File: src/rtl/cprv_mem_port_arbiter.sv
`default_nettype none
// ============================================================================
//  Module   : cprv_mem_port_arbiter
//  Function : Arbitrates the fetch and data requesters onto one memory port and
//             routes in-order responses back through a tag FIFO.
//             Optional round-robin arbitration: define CPRV_ARB_RR_EN.
//  Revision : 1.0  initial release
// ============================================================================
module cprv_mem_port_arbiter #(
    parameter int DATA_WIDTH = 64,
    parameter int MAX_OUTST  = 4
) (
    input  logic                    clk,
    input  logic                    rst_n,
    input  logic                    if_valid_i,
    output logic                    if_ready_o,
    input  logic [DATA_WIDTH-1:0]   if_addr_i,
    output logic                    if_rvalid_o,
    output logic [DATA_WIDTH-1:0]   if_rdata_o,
    input  logic                    dm_valid_i,
    output logic                    dm_ready_o,
    input  logic [DATA_WIDTH-1:0]   dm_addr_i,
    input  logic                    dm_we_i,
    input  logic [DATA_WIDTH-1:0]   dm_wdata_i,
    input  logic [DATA_WIDTH/8-1:0] dm_wstrb_i,
    output logic                    dm_rvalid_o,
    output logic [DATA_WIDTH-1:0]   dm_rdata_o,
    output logic                    mem_valid_o,
    input  logic                    mem_ready_i,
    output logic [DATA_WIDTH-1:0]   mem_addr_o,
    output logic                    mem_we_o,
    output logic [DATA_WIDTH-1:0]   mem_wdata_o,
    output logic [DATA_WIDTH/8-1:0] mem_wstrb_o,
    input  logic                    mem_rvalid_i,
    input  logic [DATA_WIDTH-1:0]   mem_rdata_i
);

    localparam int   PTR_W  = $clog2(MAX_OUTST);
    localparam int   CNT_W  = PTR_W + 1;
    localparam int   STRB_W = DATA_WIDTH / 8;
    localparam logic SEL_IF = 1'b0;
    localparam logic SEL_DM = 1'b1;

    typedef enum logic [0:0] {
        ST_UNLOCKED = 1'b0,
        ST_LOCKED   = 1'b1
    } lock_state_t;

    lock_state_t            lock_q, lock_d;
    logic                   sel_q, sel_d;
    logic [CNT_W-1:0]       cnt_q, cnt_d;
    logic [PTR_W-1:0]       rd_ptr_q, rd_ptr_d;
    logic [PTR_W-1:0]       wr_ptr_q, wr_ptr_d;
    logic [MAX_OUTST-1:0]   tag_q, tag_d;

    logic w_win_dm;
    logic w_win_valid;
    logic w_full;
    logic w_push;
    logic w_pop;

`ifdef CPRV_ARB_RR_EN
    logic rr_last_q, rr_last_d;
`endif

    // Winner: a held lock wins outright; otherwise DM priority or round-robin.
    always_comb begin
        if (lock_q == ST_LOCKED) begin
            w_win_dm = sel_q;
        end else if (dm_valid_i && if_valid_i) begin
`ifdef CPRV_ARB_RR_EN
            w_win_dm = ~rr_last_q;
`else
            w_win_dm = SEL_DM;
`endif
        end else begin
            w_win_dm = dm_valid_i;
        end
    end

    assign w_win_valid = w_win_dm ? dm_valid_i : if_valid_i;
    assign w_full      = (cnt_q == CNT_W'(MAX_OUTST));
    assign mem_valid_o = rst_n & w_win_valid & ~w_full;
    assign w_push      = mem_valid_o & mem_ready_i;
    assign if_ready_o  = w_push & ~w_win_dm;
    assign dm_ready_o  = w_push & w_win_dm;

    assign mem_addr_o  = w_win_dm ? dm_addr_i  : if_addr_i;
    assign mem_we_o    = w_win_dm & dm_we_i;
    assign mem_wdata_o = w_win_dm ? dm_wdata_i : '0;
    assign mem_wstrb_o = w_win_dm ? dm_wstrb_i : {STRB_W{1'b0}};

    // A response with nothing outstanding is dropped rather than routed.
    assign w_pop       = mem_rvalid_i & (cnt_q != '0);
    assign if_rvalid_o = w_pop & ~tag_q[rd_ptr_q];
    assign dm_rvalid_o = w_pop & tag_q[rd_ptr_q];
    assign if_rdata_o  = mem_rdata_i;
    assign dm_rdata_o  = mem_rdata_i;

    always_comb begin
        lock_d   = lock_q;
        sel_d    = sel_q;
        cnt_d    = cnt_q;
        rd_ptr_d = rd_ptr_q;
        wr_ptr_d = wr_ptr_q;
        tag_d    = tag_q;

        case (lock_q)
            ST_UNLOCKED: begin
                if (mem_valid_o && !mem_ready_i) begin
                    lock_d = ST_LOCKED;
                    sel_d  = w_win_dm;
                end
            end
            default: begin
                // Held requester withdrawing also releases the lock.
                if (w_push || !w_win_valid) begin
                    lock_d = ST_UNLOCKED;
                end
            end
        endcase

        if (w_push) begin
            tag_d[wr_ptr_q] = w_win_dm;
            wr_ptr_d        = wr_ptr_q + 1'b1;
        end
        if (w_pop) begin
            rd_ptr_d = rd_ptr_q + 1'b1;
        end
        if (w_push && !w_pop) begin
            cnt_d = cnt_q + 1'b1;
        end else if (!w_push && w_pop) begin
            cnt_d = cnt_q - 1'b1;
        end
    end

    always_ff @(posedge clk or negedge rst_n) begin
        if (!rst_n) begin
            lock_q   <= ST_UNLOCKED;
            sel_q    <= SEL_DM;
            cnt_q    <= '0;
            rd_ptr_q <= '0;
            wr_ptr_q <= '0;
            tag_q    <= '0;
        end else begin
            lock_q   <= lock_d;
            sel_q    <= sel_d;
            cnt_q    <= cnt_d;
            rd_ptr_q <= rd_ptr_d;
            wr_ptr_q <= wr_ptr_d;
            tag_q    <= tag_d;
        end
    end

`ifdef CPRV_ARB_RR_EN
    always_comb begin
        rr_last_d = rr_last_q;
        if (w_push) begin
            rr_last_d = w_win_dm;
        end
    end

    always_ff @(posedge clk or negedge rst_n) begin
        if (!rst_n) begin
            rr_last_q <= SEL_DM;
        end else begin
            rr_last_q <= rr_last_d;
        end
    end
`endif

`ifndef SYNTHESIS
    always_ff @(posedge clk) begin
        if (rst_n) begin
            assert (!(mem_rvalid_i && (cnt_q == '0)));
        end
    end
`endif

endmodule
`default_nettype wire

File: config.mk
export PLATFORM = sky130hd
export DESIGN_NAME = cprv_mem_port_arbiter
export DESIGN_NICKNAME = d
export VERILOG_FILES = /design/src/rtl/cprv_mem_port_arbiter.sv
export SDC_FILE = /design/constraint.sdc
export NUM_CORES = 1
export LEC_CHECK = 0
export CELL_PAD_IN_SITES_DETAIL_PLACEMENT = 1
export CELL_PAD_IN_SITES_GLOBAL_PLACEMENT = 2
export CORE_AREA = 3 3 211 213
export CTS_CLUSTER_SIZE = 12
export DETAILED_ROUTE_END_ITERATION = 10
export DIE_AREA = 0 0 214 216
export DONT_BUFFER_PORTS = 1
export PLACE_DENSITY_LB_ADDON = 0.1
export SLEW_MARGIN = 30
export SYNTH_ARGS = -nofsm -noshare
export SYNTH_HDL_FRONTEND = slang
export SYNTH_SLANG_ARGS = --single-unit
export TNS_END_PERCENT = 30
File: constraint.sdc
create_clock -name clk -period 6.8 [get_ports clk]
set_input_delay 1.02 -clock clk [delete_from_list [all_inputs] [get_ports clk]]
set_output_delay 1.02 -clock clk [all_outputs]
set_load 0.01 [all_outputs]
# [Word-level counts from Yosys, hierarchy flattened]
# Index checks and enable logic that the tools add are counted.
[totals] register_bits=13 latchBits=0 ram_bits=0 romBits=0 in_bits=271 mem_count=0
[classes] addsub=4 n_mul=0 div=0 n_lt_le_gt_ge=3 n_eq_ne=1 shifts=0 n_mux=16 n_bitwise=13 n_reduce_logical=13
[ops] op="64-bit 2-to-1 mux" n=2
[ops] op="1-bit AND" n=9
[ops] op="1-bit 2-to-1 mux" n=8
[ops] op="8-bit 2-to-1 mux" n=1
[ops] op="2-bit by 3-bit < comparator with 1-bit output (second input constant)" n=2
[ops] op="3-bit 2-to-1 mux" n=2
[ops] op="1-bit logical AND" n=5
[ops] op="2-bit by 1-bit adder with 2-bit output (second input constant)" n=2
[ops] op="4-bit bitwise mux" n=1
[ops] op="1-bit logical NOT" n=4
[ops] op="1-bit NOT" n=4
[ops] op="3-bit by 1-bit adder with 3-bit output (second input constant)" n=1
[ops] op="3-bit equality test (second input constant)" n=1
[ops] op="3-bit nonzero test" n=1
[ops] op="3-bit by 1-bit subtractor with 3-bit output (second input constant)" n=1
[ops] op="1-bit binary-select mux with 2-bit select" n=1
[ops] op="1-bit demux with 2-bit select" n=1
[ops] op="2-bit by 1-bit >= comparator with 1-bit output (second input constant)" n=1
[ops] op="2-bit AND reduction" n=1
[ops] op="2-bit nonzero test" n=1
[ops] op="1-bit logical OR" n=1

# [Logic depth before layout (Yosys ltp)]
[logic_depth] depth_word=11 ltp_mapped=10 mapped_depth_nobuf=10

# [Least setup slack after synthesis]
# OpenSTA, ideal clock, no wires.
[synth_path] path_kind="input to output" startpoint="in dm_valid_i" endpoint="out mem_addr_o[10]" arrival_ns=1.804 path_slack_ns=3.976 path_stages=6 n_path_buf=2 path_cell_list="inv_2 > o21a_1 > buf_2 > clkbuf_1 > nand2_1 > nand2_1"
[synth_via] elab_chain_len=4
[synth_lines] element="start: declaration" line_no="20" source="input logic dm_valid_i,"
[synth_lines] element="1-bit logical AND" line_no="70" source="end else if (dm_valid_i && if_valid_i) begin"
[synth_lines] element="1-bit 2-to-1 mux (*)" line_no="70"
[synth_lines] element="1-bit 2-to-1 mux (*)" line_no="68" source="if (lock_q == ST_LOCKED) begin"
[synth_lines] element="64-bit 2-to-1 mux (*)" line_no="88" source="assign mem_addr_o = w_win_dm ? dm_addr_i : if_addr_i;"
[synth_lines] element="end: declaration" line_no="30" source="output logic [DATA_WIDTH-1:0] mem_addr_o,"
# Every way passes the cells marked *; elsewhere a longest branch is shown, timed or not.

# [Worst setup path in the final report]
[layout_path] startpoint="in dm_valid_i" endpoint="out mem_addr_o[46]"
# The elaborated chain is that of the path after synthesis.

==> out/results.tsv <==
metric	value	unit
Root Buffer	clkbuf_16	
post-synthesis to final-layout area growth	-6.90	%
Worst Path Max Fanout	64	
CTS buffer count	3	
GRT met1 Usage	0.0371	
Synth Flop Type	dfrtp_1	
Avg Inst Size Synth	6.31	µm²
area of the multi-input gates	1610	µm²
Arr. time, crit path	2.14	ns
vias in the first global route	2577	
period utilization	0.465	
post-route antenna net violation count	0	
Setup CP Type	input pin to output port	
Reg2Reg Depth	10	
worst vdd ir	0.0000827	V
Net count, final	615	
final HPWL from detailed placement	11300	µm
setup repair bufs after CTS	0	
leading cell type in the layout, fill and taps excluded	nand2_1	
Final min period	3.16	ns
Critical R2R Capture	cnt_q[2]$_DFFE_PN0P_	
most frequent cells in the layout	nand2_1, and2_1, dfrtp_1, nor2_1	
Static Leak	0.00115	µW
net count after synthesis	757	
clock buffer depth	2	
post-layout util	0.0658	
reg2reg start	sel_q$_DFFE_PN1P_	
I/O pin cnt	541	
first-pass GRT wire length	17200	µm
Pwr per Cell Area	329	nW/µm²
1st-pass router iterations	4	
Slew headroom	0.487	
GRT met3 Usage	0.0194	
final worst setup slack	3.64	ns
Setup violations, final	0	
ys async rst share	1.00	
Remaining DRCs	0	
layout cells sized above 1	0.0712	
Slew @ Worst Pin	0.763	ns
FILL cells	5212	
YS warnings	0	
Placed Area	2720	µm²
f_max	0.316	GHz
clk sink count	13	
Vias/cell	2.60	
vias	2417	
crit path capture type	output port	
pre-CTS setup slack	3.60	ns
die height	216	µm
worst path required time	5.78	ns
Clock transition at path regs	0.05	ns
status	completed	
Hold Crit Class	input pin to asynchronous set/reset pin	
Starting Density	0.0706	
CP startpoint kind	input pin	
CTS Hold Buffers Added	0	
full die area	46200	µm²
flip-flop and latch area	327	µm²
die width	214	µm
crit path launch	dm_valid_i	
core area	42900	µm²
setup TNS	0	ns
Max Cap Viol	0	
R2R Setup Slk	4.33	ns
Post-synth EDFFs	0	
mapped cell area	3030	µm²
CTS resizes	0	
Worst-Skew Late Latency	0.25	ns
cell area after layout	2820	µm²
per-cell routed wire length	13.8	µm
RSZ-0062 raised after global routing	false	
synthesized flop and latch total	13	
Tot GR Track Use	0.0489	
final hold violations	0	
fin. max-slew vios	0	
grt total ovfl	0	
Core Rows	76	
drt initial violations	58	
GRT Max-Usage Layer	met2	
met2 Track Usage GR	0.102	
Seq/Total Area, Yosys	0.108	
WL final	12900	µm
TritonCTS clock tree	done	
initial antenna violation count	11	
port bufs	0	
Yosys cell types	36	
Gate Count Post-Synth	480	
largest net degree at the start of global routing	84	
H-tree lvl count	1	
final setup skew	0.00285	ns
GP Congestion	0.846	
-- power breakdown --
part           internal, µW  total [µW]  switching [µW]
combinational           196         655             460
clock                  79.5         117            37.1
sequential              119         157            38.1
-- layout make-up --
cell class / count / share of cell area
Inverter: 6 / 0.00887
Antenna cell: 9 / 0.00799
Timing Repair Buffer: 3 / 0.00799
Tap cell: 585 / 0.260
Multi-Input combinational cell: 311 / 0.572
Sequential cell: 13 / 0.116
Clock buffer: 4 / 0.0280
-- per-stage QoR --
step / instances / hold WS, ns / total power, µW
after floorplan: 480 / 0.450 / 784
after global placement: 918 / 0.474 / 845
after detailed placement: 918 / 0.481 / 836
final: 931 / 0.466 / 929
after CTS: 922 / 0.461 / 958
after global routing: 931 / 0.458 / 1020
-- worst max-delay path by stage --
stage	end	slack, ns	cells after the start
after floorplan	mem_addr_o[10]	3.98	6
final	mem_addr_o[46]	3.64	5
after global placement	mem_addr_o[36]	3.64	5
after global routing	mem_addr_o[26]	3.49	5
after CTS	mem_addr_o[46]	3.59	5
after detailed placement	mem_addr_o[46]	3.60	5
-- critical path, stage by stage --
cell	delay, ns
inv_2	0.06
o21a_2	0.15
buf_4	0.54
nand2_1	0.15
nand2_1	0.16
-- state kept, by name, summed over array words and instances (netlist names) --
signal,flops
wr_ptr_q,2
tag_q,4
cnt_q,3
lock_q,1
rd_ptr_q,2
sel_q,1
-- per-layer routing --
layer | vias to the layer above | share of wire
met4 | 0 | 0.052
met5 | - | 0
met2 | 317 | 0.56
li1 | 1046 | -
met3 | 29 | 0.12
met1 | 1025 | 0.27
-- synthesized netlist by cell type (3+ instances only) --
cell        n  area (µm²)
nand2_1   192         721
mux2_2      5        56.3
nor4b_1     4        35.0
buf_2       3        15.0
ha_1        5        62.6
and2_1     73         457
nor2_1      6        22.5
inv_1       4        15.0
clkbuf_1   12        45.0
xnor2_1     3        26.3
dfrtp_1    12         300
xor2_1      3        26.3
buf_4     135        1010
-- cells by family (layout without fill, tap and decap cells) --
| group | count (synthesis) | count (layout) | share of synthesized area |
|---|---|---|---|
| compound gates | 6 | 6 | 0.0182 |
| buf+inv | 156 | 13 | 0.363 |
| other cells | 0 | 9 | 0 |
| fa+ha+maj | 6 | 6 | 0.0273 |
| xor+xnor | 6 | 6 | 0.0174 |
| simple gates | 286 | 286 | 0.436 |
| mux | 7 | 7 | 0.0310 |
| flops | 13 | 13 | 0.108 |
No activity file was read; power rests on OpenSTA's default activity.
